File: src/rtl/apb_master_bridge_pkg.sv
// apb_pkg: shared types for the APB3 requester bridge.
// FSM state encoding, response bundle and address alignment helper.
package apb_pkg;

    // APB3 data buses are at most 32 bits wide.
    localparam int APB_DATA_W = 32;

    // Low address bits that must be zero for a word-aligned access.
    localparam logic [1:0] APB_ALIGN_MASK = 2'b11;

    typedef enum logic [1:0] {
        IDLE   = 2'd0,
        SETUP  = 2'd1,
        ACCESS = 2'd2
    } apb_state_t;

    typedef struct packed {
        logic [APB_DATA_W-1:0] rdata;
        logic                  err;
        logic                  timeout;
    } apb_rsp_t;

    function automatic logic addr_misaligned(input logic [1:0] lo);
        return (lo & APB_ALIGN_MASK) != 2'b00;
    endfunction

endpackage

File: src/rtl/apb_master_bridge_if.sv
// apb_master_bridge_if: command, response and APB bus signals of the bridge.
// master = bridge side, slave = command source plus APB peripheral side.
interface apb_master_bridge_if #(
    parameter int ADDR_W = 32,
    parameter int DATA_W = 32
);

    logic              cmd_valid;
    logic              cmd_ready;
    logic              cmd_write;
    logic [ADDR_W-1:0] cmd_addr;
    logic [DATA_W-1:0] cmd_wdata;

    logic              rsp_valid;
    logic [DATA_W-1:0] rsp_rdata;
    logic              rsp_err;
    logic              rsp_timeout;

    logic              psel;
    logic              penable;
    logic              pwrite;
    logic [ADDR_W-1:0] paddr;
    logic [DATA_W-1:0] pwdata;
    logic [DATA_W-1:0] prdata;
    logic              pready;
    logic              pslverr;

    modport master (
        input  cmd_valid,
        input  cmd_write,
        input  cmd_addr,
        input  cmd_wdata,
        output cmd_ready,
        output rsp_valid,
        output rsp_rdata,
        output rsp_err,
        output rsp_timeout,
        output psel,
        output penable,
        output pwrite,
        output paddr,
        output pwdata,
        input  prdata,
        input  pready,
        input  pslverr
    );

    modport slave (
        output cmd_valid,
        output cmd_write,
        output cmd_addr,
        output cmd_wdata,
        input  cmd_ready,
        input  rsp_valid,
        input  rsp_rdata,
        input  rsp_err,
        input  rsp_timeout,
        input  psel,
        input  penable,
        input  pwrite,
        input  paddr,
        input  pwdata,
        output prdata,
        output pready,
        output pslverr
    );

endinterface

File: src/rtl/apb_master_bridge_wait_timer.sv
// apb_wait_timer: counts ACCESS wait states and flags the last allowed one.
// TIMEOUT = 0 disables the abort; the count saturates instead of wrapping.
module apb_wait_timer #(
    parameter int TIMEOUT = 16
) (
    input  logic pclk,
    input  logic preset_n,
    input  logic clear,
    input  logic inc,
    output logic expired
);

    localparam int CNT_W = (TIMEOUT > 0) ? $clog2(TIMEOUT + 1) : 1;
    localparam logic [CNT_W-1:0] CNT_MAX  = CNT_W'(TIMEOUT);
    localparam logic [CNT_W-1:0] CNT_LAST = (TIMEOUT > 0) ? CNT_W'(TIMEOUT - 1) : '0;

    logic [CNT_W-1:0] cnt;

    // Wait-state counter: cleared before ACCESS, bumped per stalled cycle.
    always_ff @(posedge pclk) begin
        if (!preset_n) begin
            cnt <= '0;
        end else if (clear) begin
            cnt <= '0;
        end else if (inc && (cnt != CNT_MAX)) begin
            cnt <= cnt + 1'b1;
        end
    end

    assign expired = (TIMEOUT != 0) && (cnt == CNT_LAST);

endmodule

File: src/rtl/apb_master_bridge.sv
// apb_master_bridge: APB3 requester for the timer/interrupt subsystem.
// Turns single-beat local commands into SETUP/ACCESS transfers, one response each.
module apb_master_bridge
    import apb_pkg::*;
#(
    parameter int ADDR_W     = 32,
    parameter int DATA_W     = 32,
    parameter int TIMEOUT    = 16,
    parameter bit CHECK_ALGN = 1'b1
) (
    input  logic                pclk,
    input  logic                preset_n,
    apb_master_bridge_if.master bus
);

    apb_state_t        state_q;
    apb_state_t        state_d;

    logic              ready_en_q;
    logic              cmd_ready_c;
    logic              psel_c;
    logic              penable_c;
    logic              accept;
    logic              misalgn;

    logic              tmr_clear;
    logic              tmr_inc;
    logic              tmr_expired;

    logic              pwrite_q;
    logic [ADDR_W-1:0] paddr_q;
    logic [DATA_W-1:0] pwdata_q;

    logic              rsp_load;
    apb_rsp_t          rsp_d;
    logic              rsp_valid_q;
    apb_rsp_t          rsp_q;

    assign misalgn = CHECK_ALGN && addr_misaligned(bus.cmd_addr[1:0]);

    apb_wait_timer #(
        .TIMEOUT (TIMEOUT)
    ) u_wait (
        .pclk     (pclk),
        .preset_n (preset_n),
        .clear    (tmr_clear),
        .inc      (tmr_inc),
        .expired  (tmr_expired)
    );

    // Next state, bus strobes and the response to register this edge.
    always_comb begin
        state_d     = state_q;
        cmd_ready_c = 1'b0;
        psel_c      = 1'b0;
        penable_c   = 1'b0;
        accept      = 1'b0;
        tmr_clear   = 1'b0;
        tmr_inc     = 1'b0;
        rsp_load    = 1'b0;
        rsp_d       = '0;
        unique case (state_q)
            IDLE: begin
                cmd_ready_c = ready_en_q;
                if (bus.cmd_valid && ready_en_q) begin
                    accept = 1'b1;
                    if (misalgn) begin
                        rsp_load  = 1'b1;
                        rsp_d.err = 1'b1;
                    end else begin
                        state_d = SETUP;
                    end
                end
            end
            SETUP: begin
                psel_c    = 1'b1;
                tmr_clear = 1'b1;
                state_d   = ACCESS;
            end
            ACCESS: begin
                psel_c    = 1'b1;
                penable_c = 1'b1;
                if (bus.pready) begin
                    state_d   = IDLE;
                    rsp_load  = 1'b1;
                    rsp_d.err = bus.pslverr;
                    if (!pwrite_q && !bus.pslverr) begin
                        rsp_d.rdata = APB_DATA_W'(bus.prdata);
                    end
                end else if (tmr_expired) begin
                    state_d       = IDLE;
                    rsp_load      = 1'b1;
                    rsp_d.err     = 1'b1;
                    rsp_d.timeout = 1'b1;
                end else begin
                    tmr_inc = 1'b1;
                end
            end
            default: begin
                state_d = IDLE;
            end
        endcase
    end

    // State register; reset drops any transfer in flight.
    always_ff @(posedge pclk) begin
        if (!preset_n) begin
            state_q <= IDLE;
        end else begin
            state_q <= state_d;
        end
    end

    // Holds cmd_ready low until the first edge after reset is released.
    always_ff @(posedge pclk) begin
        if (!preset_n) begin
            ready_en_q <= 1'b0;
        end else begin
            ready_en_q <= 1'b1;
        end
    end

    // Command latch: drives the APB address phase and holds it afterwards.
    always_ff @(posedge pclk) begin
        if (!preset_n) begin
            pwrite_q <= 1'b0;
            paddr_q  <= '0;
            pwdata_q <= '0;
        end else if (accept) begin
            pwrite_q <= bus.cmd_write;
            paddr_q  <= bus.cmd_addr;
            pwdata_q <= bus.cmd_wdata;
        end
    end

    // Response register: one-cycle pulse, fields zero when not valid.
    always_ff @(posedge pclk) begin
        if (!preset_n) begin
            rsp_valid_q <= 1'b0;
            rsp_q       <= '0;
        end else begin
            rsp_valid_q <= rsp_load;
            rsp_q       <= rsp_d;
        end
    end

    assign bus.cmd_ready   = cmd_ready_c;
    assign bus.psel        = psel_c;
    assign bus.penable     = penable_c;
    assign bus.pwrite      = pwrite_q;
    assign bus.paddr       = paddr_q;
    assign bus.pwdata      = pwdata_q;
    assign bus.rsp_valid   = rsp_valid_q;
    assign bus.rsp_rdata   = rsp_q.rdata[DATA_W-1:0];
    assign bus.rsp_err     = rsp_q.err;
    assign bus.rsp_timeout = rsp_q.timeout;

endmodule

File: src/flat_wrapper.sv
// flat-port wrapper written by rule: the top's interface ports become plain ports
module apb_master_bridge_flat import apb_pkg::*;
#(
    parameter int ADDR_W     = 32,
    parameter int DATA_W     = 32,
    parameter int TIMEOUT    = 16,
    parameter bit CHECK_ALGN = 1'b1
)
  (pclk, preset_n, bus_cmd_valid, bus_cmd_write, bus_cmd_addr, bus_cmd_wdata, bus_cmd_ready, bus_rsp_valid, bus_rsp_rdata, bus_rsp_err, bus_rsp_timeout, bus_psel, bus_penable, bus_pwrite, bus_paddr, bus_pwdata, bus_prdata, bus_pready, bus_pslverr);
  apb_master_bridge_if #(.ADDR_W(ADDR_W), .DATA_W(DATA_W)) bus_i ();
  input  logic pclk;
  input  logic preset_n;
  input wire logic [$bits(bus_i.cmd_valid)-1:0] bus_cmd_valid;
  input wire logic [$bits(bus_i.cmd_write)-1:0] bus_cmd_write;
  input wire logic [$bits(bus_i.cmd_addr)-1:0] bus_cmd_addr;
  input wire logic [$bits(bus_i.cmd_wdata)-1:0] bus_cmd_wdata;
  output wire logic [$bits(bus_i.cmd_ready)-1:0] bus_cmd_ready;
  output wire logic [$bits(bus_i.rsp_valid)-1:0] bus_rsp_valid;
  output wire logic [$bits(bus_i.rsp_rdata)-1:0] bus_rsp_rdata;
  output wire logic [$bits(bus_i.rsp_err)-1:0] bus_rsp_err;
  output wire logic [$bits(bus_i.rsp_timeout)-1:0] bus_rsp_timeout;
  output wire logic [$bits(bus_i.psel)-1:0] bus_psel;
  output wire logic [$bits(bus_i.penable)-1:0] bus_penable;
  output wire logic [$bits(bus_i.pwrite)-1:0] bus_pwrite;
  output wire logic [$bits(bus_i.paddr)-1:0] bus_paddr;
  output wire logic [$bits(bus_i.pwdata)-1:0] bus_pwdata;
  input wire logic [$bits(bus_i.prdata)-1:0] bus_prdata;
  input wire logic [$bits(bus_i.pready)-1:0] bus_pready;
  input wire logic [$bits(bus_i.pslverr)-1:0] bus_pslverr;
  assign bus_i.cmd_valid = bus_cmd_valid;
  assign bus_i.cmd_write = bus_cmd_write;
  assign bus_i.cmd_addr = bus_cmd_addr;
  assign bus_i.cmd_wdata = bus_cmd_wdata;
  assign bus_cmd_ready = bus_i.cmd_ready;
  assign bus_rsp_valid = bus_i.rsp_valid;
  assign bus_rsp_rdata = bus_i.rsp_rdata;
  assign bus_rsp_err = bus_i.rsp_err;
  assign bus_rsp_timeout = bus_i.rsp_timeout;
  assign bus_psel = bus_i.psel;
  assign bus_penable = bus_i.penable;
  assign bus_pwrite = bus_i.pwrite;
  assign bus_paddr = bus_i.paddr;
  assign bus_pwdata = bus_i.pwdata;
  assign bus_i.prdata = bus_prdata;
  assign bus_i.pready = bus_pready;
  assign bus_i.pslverr = bus_pslverr;
  apb_master_bridge #(.ADDR_W(ADDR_W), .DATA_W(DATA_W), .TIMEOUT(TIMEOUT), .CHECK_ALGN(CHECK_ALGN)) u_core (.pclk(pclk), .preset_n(preset_n), .bus(bus_i));
endmodule
File: config.mk
export PLATFORM = sky130hd
export DESIGN_NAME = apb_master_bridge_flat
export DESIGN_NICKNAME = d
export VERILOG_FILES = /design/src/rtl/apb_master_bridge_pkg.sv /design/src/rtl/apb_master_bridge_if.sv /design/src/rtl/apb_master_bridge_wait_timer.sv /design/src/rtl/apb_master_bridge.sv /design/src/flat_wrapper.sv
export SDC_FILE = /design/constraint.sdc
export NUM_CORES = 1
export LEC_CHECK = 0
export ABC_AREA = 1
export CAP_MARGIN = 25
export CORE_ASPECT_RATIO = 1.25
export CORE_MARGIN = 2
export CORE_UTILIZATION = 42
export DETAILED_ROUTE_END_ITERATION = 12
export GPL_ROUTABILITY_DRIVEN = 0
export PLACE_DENSITY = 0.94
export SETUP_SLACK_MARGIN = 0.15
export SYNTH_ARGS = -nofsm -noshare
export SYNTH_HDL_FRONTEND = slang
export SYNTH_HIERARCHICAL = 1
export SYNTH_SLANG_ARGS = --single-unit
File: constraint.sdc
create_clock -name pclk -period 3.05 [get_ports pclk]
set_clock_uncertainty 0.1 [all_clocks]
set_input_delay 0.4575 -clock pclk [delete_from_list [all_inputs] [get_ports pclk]]
set_output_delay 0.4575 -clock pclk [all_outputs]
set_load 0.005 [all_outputs]
# [After elaboration in Yosys (flattened, before gate mapping)]
# Cells that the tools add are included.
[word_totals] ff_bits=108 in_bits=102 elab_cells=55
[classes] n_addsub=1 n_eq_ne=7 mux=23 bitwise_logic=2 reduce_logical=12
[ops] op="$mux 1" n=15
[ops] op="$mux 2" n=5
[ops] op="$pmux 2 s3" n=1
[ops] op="$add 5x1->5 const B" n=1
[ops] op="$eq 5x4->1 const B" n=1
[ops] op="$ne 5x5->1 const B" n=1
[ops] op="$pmux 1 s2" n=2
[ops] op="$reduce_and 4->1" n=1
[ops] op="$reduce_or 2->1" n=2
[ops] op="$logic_and 1x1->1" n=3
[ops] op="$ne 3x2->1 const B" n=1
[ops] op="$reduce_and 3->1" n=1
[ops] op="$reduce_or 3->1" n=1
[ops] op="$eq 2x1->1 const B" n=1
[ops] op="$eq 2x2->1 const B" n=1
[ops] op="$logic_not 1->1" n=2
[ops] op="$logic_not 2->1" n=1
[ops] op="$ne 2x1->1 const B" n=1
[ops] op="$ne 2x2->1 const B" n=1
[ops] op="$not 1->1" n=2
[ops] op="$reduce_bool 2->1" n=1

# [Depth between registers and ports, before layout]
# Gate-level depths: netlist (run 1).
[logic_depth] word_depth=5 ltp_mapped=12 depth_no_buf=11

# [Hierarchy]
# The synthesis (run 1) kept the hierarchy.
[modules_own_cells] module="apb_master_bridge" n_inst=1 cells_per_inst=439 area_each_um2=3619.7
[modules_own_cells] module="apb_wait_timer" n_inst=1 cells_per_inst=44 area_each_um2=299.0

# [Worst setup path before layout (run 1)]
# OpenSTA, ideal clock, no wires.
[synth_timing] kind="reg2reg" startpoint="register u_core.u_wait.cnt[0]" endpoint="register u_core.u_wait.cnt[3]" setup_ns=0.113 t_arrival_ns=1.539 required_ns=2.837 slack_ns=1.299 path_stages_with_launch=13 n_path_buf=1 period_less_slack_ns=1.751 cell_sequence="dfxtp_1 ha_1 and3_1 ha_1 nor2_1 nand2_1 inv_1 buf_6 nand2_1 nor2_1 nand2_1 nand2_1 nor2_1"
[synth_via] elab_chain_len=5 elab_cells_between_ends=7 cone_classes="1 x add/sub; 2 x eq/ne; 3 x mux; 1 x reduce/logical"
[synth_lines] item="start, declared" line="apb_master_bridge_wait_timer.sv:17" rtl="logic [CNT_W-1:0] cnt;"
[synth_lines] item="start signal, assigned" line="apb_master_bridge_wait_timer.sv:26" rtl="cnt <= cnt + 1'b1;"
[synth_lines] item="$eq 5x4->1" line="apb_master_bridge_wait_timer.sv:30" rtl="assign expired = (TIMEOUT != 0) && (cnt == CNT_LAST);"
[synth_lines] item="named net u_core.tmr_expired" line="apb_master_bridge.sv:28" rtl="logic tmr_expired;"
[synth_lines] item="$mux 1" line="apb_master_bridge.sv:90" rtl="end else if (tmr_expired) begin"
[synth_lines] item="$mux 1" line="apb_master_bridge.sv:83" rtl="if (bus.pready) begin"
[synth_lines] item="$mux 1" line="apb_master_bridge.sv:62" rtl="unique case (state_q)"
[synth_lines] item="named net u_core.tmr_inc" line="apb_master_bridge.sv:27" rtl="logic tmr_inc;"
[synth_lines] item="$logic_and 1x1->1" line="apb_master_bridge_wait_timer.sv:25" rtl="end else if (inc && (cnt != CNT_MAX)) begin"
# The timed path passes the listed nets, and every way through them passes these cells.
# A chain may end at the register's enable or synchronous reset.

# [Worst setup path after layout (run 1)]
[layout_timing] startpoint="register u_core.state_q[0]" endpoint="output bus_cmd_ready"
[layout_via] elab_chain_len=2
[layout_lines] item="start, declared" line="apb_master_bridge.sv:16" rtl="apb_state_t state_q;"
[layout_lines] item="start signal, assigned" line="apb_master_bridge.sv:110" rtl="state_q <= state_d;"
[layout_lines] item="$logic_not 2->1" line="apb_master_bridge.sv:62"
[layout_lines] item="$mux 1" line="apb_master_bridge.sv:62"
[layout_lines] item="end, declared" line="flat_wrapper.sv:17" rtl="output wire logic [$bits(bus_i.cmd_ready)-1:0] bus_cmd_ready;"
# Every way passes these cells.

==> qor_table.md, run 1 <==
| Quantity | Value |
|---|---|
| Result of the run | finished clean |
| Leading cell types by total area after synthesis | sky130_fd_sc_hd__dfxtp_1 55%, sky130_fd_sc_hd__a21oi_1 9.1%, sky130_fd_sc_hd__nand3_1 9.1%, sky130_fd_sc_hd__nand2_1 8.5%, sky130_fd_sc_hd__inv_1 5.0% |
| Worst supply voltage drop on vdd | 0.000341 V |
| Minimum period implied by the final worst setup slack | 2180 ps |
| Pins over their slew limit | 0 |
| Switching Power | 1.07 mW |
| Part of the power in combinational logic | 27.1% |
| Number of post-CTS setup repair buffers | 0 |
| Synthesized area | 0.00392 mm^2 |
| Yosys top cell area share | 55.2% |
| Mean instance size in the synthesized netlist | 8.11 um^2 |
| Post-Synth Adder-Cell Area | 2.55% |
| Total CTS buffers | 9 |
| Cells after synthesis | 483 |
| Static leakage | 2.47 nW |
| Relative slew slack | 63.1% |
| Overall power | 3.68 mW |
| Antenna-violating nets left | 0 |
| Share of the core filled with cells in the final layout | 68.8% |
| Min-Delay Path Class | register to register |
| Placeable Area | 0.00913 mm^2 |
| Yosys warns | 6 |
| Starting Density | 42.9% |
| Internal power contribution | 2.61 mW |
| Fraction of power consumed by the clock network | 29.5% |
| Net count after synthesis | 593 |
| Ordered list of cells on the worst path | inv_1 -> ha_1 -> nand2_1 -> inv_1 -> clkdlybuf4s50_1 |
| PortBufs | 204 |
| Initial antenna violation count | 0 |
| Ports placed on the boundary | 205 |
| Power per standard cell area | 585 mW/mm^2 |
| Compound-cell area share of the yosys netlist | 9.51% |
| Cell area after placement | 0.00600 mm^2 |
| Number of optimization iterations in the first detailed-route pass | 4 |
| Fraction of final layout cells with drive strength greater than 1 | 5.33% |
| # Max-Cap Violations | 0 |
| Slack of the worst reg-to-reg path | 1040 ps |
| Final hold slack | 363 ps |
| Master cell of the clock root buffer | sky130_fd_sc_hd__clkbuf_16 |
| Post-route standard cell area excluding fillers | 0.00628 mm^2 |
| Maximum number of pins on one net before global-route repair | 39 |
| Final number of hold-violating endpoints | 0 |
| Longest Clk Path Bufs | 2 |
| Critical Path RT | 2490 ps |
| Htree depth | 3 |
| Number of DRC violations after detailed-routing iteration 0 | 160 |
| Worst Path Max Fanout | 5 |
| Vias in the first global route | 3,944 |
| Drc violations | 0 |
| DR vias/cell | 4.91 |
| Global-route usage over all layers | 23.5% |
| Post-detail-place hpwl | 9080 um |
| Core Rows | 39 |
| Sinks on Clock Net | 108 |
| Sequential-to-total area share from yosys stat | 55.2% |
| Switch share | 29.1% |
| First-pass GRT wire length | 19,000 um |
| Post-Synth XOR/XNOR Area | 0% |
| Final Routed Wirelength | 12,200 um |
| Flip-flop and latch count after synthesis | 108 |
| Full die area | 0.0101 mm^2 |
| Slowest cell on the critical path | sky130_fd_sc_hd__clkdlybuf4s50_1 |
| Highest clock frequency the design can meet | 0.459 GHz |
| Actual slew at the worst max-slew pin | 553 ps |
| CTS tree | built |
| Arrival time of the worst setup path | 1620 ps |
| Number of different library cells in the post-synthesis netlist | 19 |
| Die boundary height | 112 um |
| Sequential power share | 43.3% |
| Simple-gate share of the synthesized area | 23.1% |
| Highest cell delay on the worst timing path | 500 ps |
| Horizontal die dimension | 90.4 um |
| Grt ovf | 0 |
| Unrepaired setup endpoints after global routing | false |
| Clk_lat worst skew | 330 ps |
| Nature of the critical path endpoint | output port |
| Vias after detailed routing | 3,921 |
| Post-Route Setup TNS | 0 ps |
| Library cell occupying the most area in the post-synthesis netlist | sky130_fd_sc_hd__dfxtp_1 |
| Top cell by count, worst path | sky130_fd_sc_hd__inv_1 |
| Antenna diode count | 0 |
| Net total in the final layout | 781 |
| Type of origin of the critical path | register |
| Growth of design area from synthesis to finish | 60.3% |
| Setup-violating endpoint count in the final report | 0 |
| Period utilisation layout | 71.5% |
| Number of hold-repair buffers added at the cts stage | 0 |
| Crit Path Class | register to output port |
| Mean routed wirelength per cell | 15.3 um |
| CTS-repair resized insts | 0 |
| Largest family of logic cells by synthesized area | simple AND/OR/NAND/NOR gates |
| Clock Pin Slew Worst Setup and Hold Paths | 70 ps |
| Mux contribution to synthesized area | 0% |
flip-flops by register name, summed over array words and instances (netlist names):
signal,cells
u_core/ready_en_q,1
u_core/bus.rsp_timeout,1
u_core/state_q,2
u_core/bus.pwrite,1
u_core/bus.paddr,32
u_core/u_wait/cnt,5
u_core/bus.rsp_valid,1
u_core/bus.rsp_err,1
u_core/bus.rsp_rdata,32
u_core/bus.pwdata,32
power by group through the flow:
stage / Sequential (mW) / Clock, mW / Combinational (mW)
final: 1.59 / 1.09 / 0.997
after global routing: 1.61 / 1.17 / 1.09
after CTS: 1.59 / 1.11 / 0.999
after detailed placement: 1.62 / 0 / 0.987
after global placement: 1.62 / 0 / 0.945
after floorplan: 1.63 / 0 / 0.485
kinds of logic after synthesis:
family / Yosys count
buffers and inverters: 86
AOI/OAI and AO/OA: 74
and+or+nand+nor: 207
DFF: 108
adders and majority gates: 8
critical path, delay by kind of cell, from the launching register on:
kind,cells,cell delay [ps]
fa+ha+maj,1,220
flops,1,310
buf+inv,3,700
simple gates,1,60
Yosys cell counts:
library cell,instances
sky130_fd_sc_hd__and3_1,1
sky130_fd_sc_hd__nand4_1,1
sky130_fd_sc_hd__a21oi_1,71
sky130_fd_sc_hd__nand2_1,89
sky130_fd_sc_hd__ha_1,8
sky130_fd_sc_hd__o21a_1,1
sky130_fd_sc_hd__nor2_1,31
sky130_fd_sc_hd__o21ai_0,2
sky130_fd_sc_hd__nand2_2,1
sky130_fd_sc_hd__inv_1,52
sky130_fd_sc_hd__nand3_1,71
sky130_fd_sc_hd__or2_0,1
sky130_fd_sc_hd__or3_1,1
sky130_fd_sc_hd__dfxtp_1,108
sky130_fd_sc_hd__buf_6,5
sky130_fd_sc_hd__buf_2,15
sky130_fd_sc_hd__nor3_1,1
sky130_fd_sc_hd__nor2_2,10
sky130_fd_sc_hd__clkbuf_1,14
per-stage QoR:
stage,std cells,worst slack [ps]
after floorplan,483,1300
after global placement,783,803
final,799,869
after CTS,799,867
after detailed placement,783,641
after global routing,799,800
path summary, 6_finish.rpt:
path                                             end  cells past startpoint            startpoint
worst max register to register  u_core/u_wait/cnt[3]                     11  u_core/u_wait/cnt[0]
worst min register to register  u_core/bus.paddr[26]                      2  u_core/bus.paddr[26]
worst max-delay path                   bus_cmd_ready                      5     u_core/state_q[0]
worst min-delay path            u_core/bus.paddr[26]                      2  u_core/bus.paddr[26]
layout by cell type (no fill, tap or decap), types with 6 or more instances in the layout:
master,netlist,layout
sky130_fd_sc_hd__clkdlybuf4s50_1,0,204
sky130_fd_sc_hd__nor2_2,10,10
sky130_fd_sc_hd__nand2_1,89,88
sky130_fd_sc_hd__ha_1,8,7
sky130_fd_sc_hd__clkbuf_16,0,9
sky130_fd_sc_hd__buf_4,0,6
sky130_fd_sc_hd__a21oi_1,71,71
sky130_fd_sc_hd__inv_1,52,50
sky130_fd_sc_hd__nand3_1,71,71
sky130_fd_sc_hd__dfxtp_1,108,108
sky130_fd_sc_hd__nor2_1,31,31
cell type report:
type | count | area (um^2)
clock buffer | 13 | 260
clock inverter | 3 | 21.3
multi-input combinational | 289 | 1380
fill | 657 | 2840
tap | 123 | 154
inverter | 52 | 195
sequential | 108 | 2160
timing repair buffer | 211 | 2110
metal layers:
| metal | GRT usage, % | routed length, um | vias up |
|---|---|---|---|
| met5 | 0 | 0 | - |
| met4 | 11.1 | 301 | 0 |
| met3 | 4.60 | 649 | 25 |
| met2 | 44.6 | 6740 | 170 |
| met1 | 24.6 | 4500 | 1815 |
| li1 | - | - | 1911 |
(Power assumes the default switching activity.)
==> inputs of run 2 (changes only) <==
--- a/config.mk
+++ b/config.mk
@@ -9,10 +9,10 @@
 export CAP_MARGIN = 25
 export CORE_ASPECT_RATIO = 1.25
 export CORE_MARGIN = 2
-export CORE_UTILIZATION = 42
+export CORE_UTILIZATION = 39
 export DETAILED_ROUTE_END_ITERATION = 12
 export GPL_ROUTABILITY_DRIVEN = 0
-export PLACE_DENSITY = 0.94
+export PLACE_DENSITY = 0.88
 export SETUP_SLACK_MARGIN = 0.15
 export SYNTH_ARGS = -nofsm -noshare
 export SYNTH_HDL_FRONTEND = slang
==> constraint.sdc (replaced) <==
create_clock -name pclk -period 2.2 [get_ports pclk]
set_clock_uncertainty 0.1 [all_clocks]
set_input_delay 0.33 -clock pclk [delete_from_list [all_inputs] [get_ports pclk]]
set_output_delay 0.33 -clock pclk [all_outputs]
set_load 0.005 [all_outputs]
==> run 2 against run 1 <==
  * Cell area is 1.5% higher
  * Utilization is 3.2 points lower
  * First-iteration DRC count is 1.3% higher
  * Die area is 7.4% higher
  * Via count is 1.4% lower
  * Combinational power is 42% higher
  * Largest cell class unchanged
  * Non-clock buffer count is 2 higher
  * Global-route usage is 1.3 points lower
  * Largest power group unchanged
==> qor_table.md, run 2 (synthesized netlist as in run 1, its figures left out) <==
| Quantity | Value |
|---|---|
| Result of the run | finished clean |
| # Max-Cap Violations | 0 |
| Number of optimization iterations in the first detailed-route pass | 5 |
| Total CTS buffers | 9 |
| Antenna-violating nets left | 0 |
| Growth of design area from synthesis to finish | 62.7% |
| Clk_lat worst skew | 340 ps |
| Leading cell types in the layout, fill and taps excluded | 203 x sky130_fd_sc_hd__clkdlybuf4s50_1, 106 x sky130_fd_sc_hd__dfxtp_1, 88 x sky130_fd_sc_hd__nand2_1 |
| Post-detail-place hpwl | 8840 um |
| Power per standard cell area | 847 mW/mm^2 |
| DR vias/cell | 4.81 |
| Mean routed wirelength per cell | 15.0 um |
| CTS-repair resized insts | 2 |
| Critical Path RT | 1770 ps |
| Placeable Area | 0.00971 mm^2 |
| Ports placed on the boundary | 205 |
| Clock Pin Slew Worst Setup and Hold Paths | 70 ps |
| Number of hold-repair buffers added at the cts stage | 0 |
| Period utilisation layout | 89.8% |
| Static leakage | 2.52 nW |
| Full die area | 0.0109 mm^2 |
| Longest Clk Path Bufs | 2 |
| Sinks on Clock Net | 108 |
| Starting Density | 40.4% |
| Drc violations | 0 |
| Antenna diode count | 0 |
| Min-Delay Path Class | register to register |
| Actual slew at the worst max-slew pin | 421 ps |
| CTS tree | built |
| Number of DRC violations after detailed-routing iteration 0 | 162 |
| Relative slew slack | 72.0% |
| Horizontal die dimension | 93.7 um |
| Core Rows | 40 |
| Met3 WL post-DR | 861 um |
| Highest clock frequency the design can meet | 0.506 GHz |
| Final number of hold-violating endpoints | 0 |
| Nature of the critical path endpoint | output port |
| Type of origin of the critical path | register |
| Fraction of final layout cells with drive strength greater than 1 | 6.64% |
| Vias after detailed routing | 3,865 |
| Arrival time of the worst setup path | 1550 ps |
| Uppermost signal routing layer after detailed routing | met4 |
| Worst Path Max Fanout | 4 |
| Crit Path Class | register to output port |
| Pins over their slew limit | 0 |
| Initial antenna violation count | 0 |
| Master cell of the clock root buffer | sky130_fd_sc_hd__clkbuf_16 |
| Setup-violating endpoint count in the final report | 0 |
| Overall power | 5.40 mW |
| Htree depth | 3 |
| Sum of routed wire segments on met1 | 4330 um |
| Minimum period implied by the final worst setup slack | 1980 ps |
| Die boundary height | 116 um |
| Net total in the final layout | 783 |
| Maximum number of pins on one net before global-route repair | 46 |
| PortBufs | 204 |
| Grt ovf | 0 |
| First-pass GRT wire length | 18,600 um |
| Global-route usage over all layers | 22.2% |
| Vias in the first global route | 3,824 |
| Length of routed met2 wiring | 6660 um |
| Final Routed Wirelength | 12,100 um |
| Post-Route Setup TNS | 0 ps |
| Number of post-CTS setup repair buffers | 0 |
| Unrepaired setup endpoints after global routing | true |
| Most common cell after layout, fill and taps aside | sky130_fd_sc_hd__clkdlybuf4s50_1 |
| Worst supply voltage drop on vdd | 0.000523 V |
run 2: cell count changes in the layout (fill, tap and decap cells not counted), moves of 2 or more:
cell,previous run,this run
sky130_fd_sc_hd__bufinv_16,0,2
sky130_fd_sc_hd__clkbuf_1,2,0
sky130_fd_sc_hd__dfxtp_1,108,106
sky130_fd_sc_hd__dfxtp_2,0,2
sky130_fd_sc_hd__inv_1,50,47
sky130_fd_sc_hd__inv_2,2,4
run 2: final cells by class:
class	instances	area (um^2)
fillers	760	3330
flip-flops and latches	108	2160
repair buffers	213	2140
multi-input cells	289	1380
clock buffers	11	253
inverters	52	198
well taps	126	158
clock inverters	5	83.8
run 2: stage by stage:
| stage | hold slack, ps | utilization, % | area, um^2 | std cells | setup WS [ps] |
|---|---|---|---|---|---|
| after floorplan | 258 | - | 3920 | 483 | 449 |
| after global placement | 348 | 62.1 | 6030 | 788 | 313 |
| after detailed placement | 355 | 62.1 | 6030 | 788 | 228 |
| after CTS | 365 | 65.6 | 6370 | 804 | 153 |
| after global routing | 385 | 65.7 | 6380 | 804 | 139 |
| final | 362 | 65.7 | 6380 | 804 | 225 |
run 2: power by group:
| part | internal (mW) | switching, mW | total (mW) | leakage [nW] |
|---|---|---|---|---|
| combinational | 0.694 | 0.727 | 1.42 | 1.48 |
| sequential | 2.12 | 0.0904 | 2.21 | 0.879 |
| clock | 1.06 | 0.707 | 1.77 | 0.158 |
| total | 3.88 | 1.52 | 5.40 | 2.52 |
run 2: path summary, 6_finish.rpt:
check,from,depth (start not counted),slack (ps),end
worst min-delay path,u_core/bus.paddr[7],2,360,u_core/bus.paddr[7]
worst max register to register,u_core/u_wait/cnt[0],11,330,u_core/u_wait/cnt[3]
worst min register to register,u_core/bus.paddr[7],2,360,u_core/bus.paddr[7]
worst max-delay path,u_core/state_q[1],3,220,bus_psel
run 2: worst max-delay path, cell delays in order (launching register included):
cell                              delay, ps
sky130_fd_sc_hd__dfxtp_2                360
sky130_fd_sc_hd__inv_2                   60
sky130_fd_sc_hd__ha_1                   280
sky130_fd_sc_hd__clkdlybuf4s50_1        520
run 2: metal layers:
layer	vias to the layer above	global-route usage, %
li1	1911	-
met1	1789	22.3
met2	145	42.6
met3	20	6.50
met4	0	8.60
met5	-	0
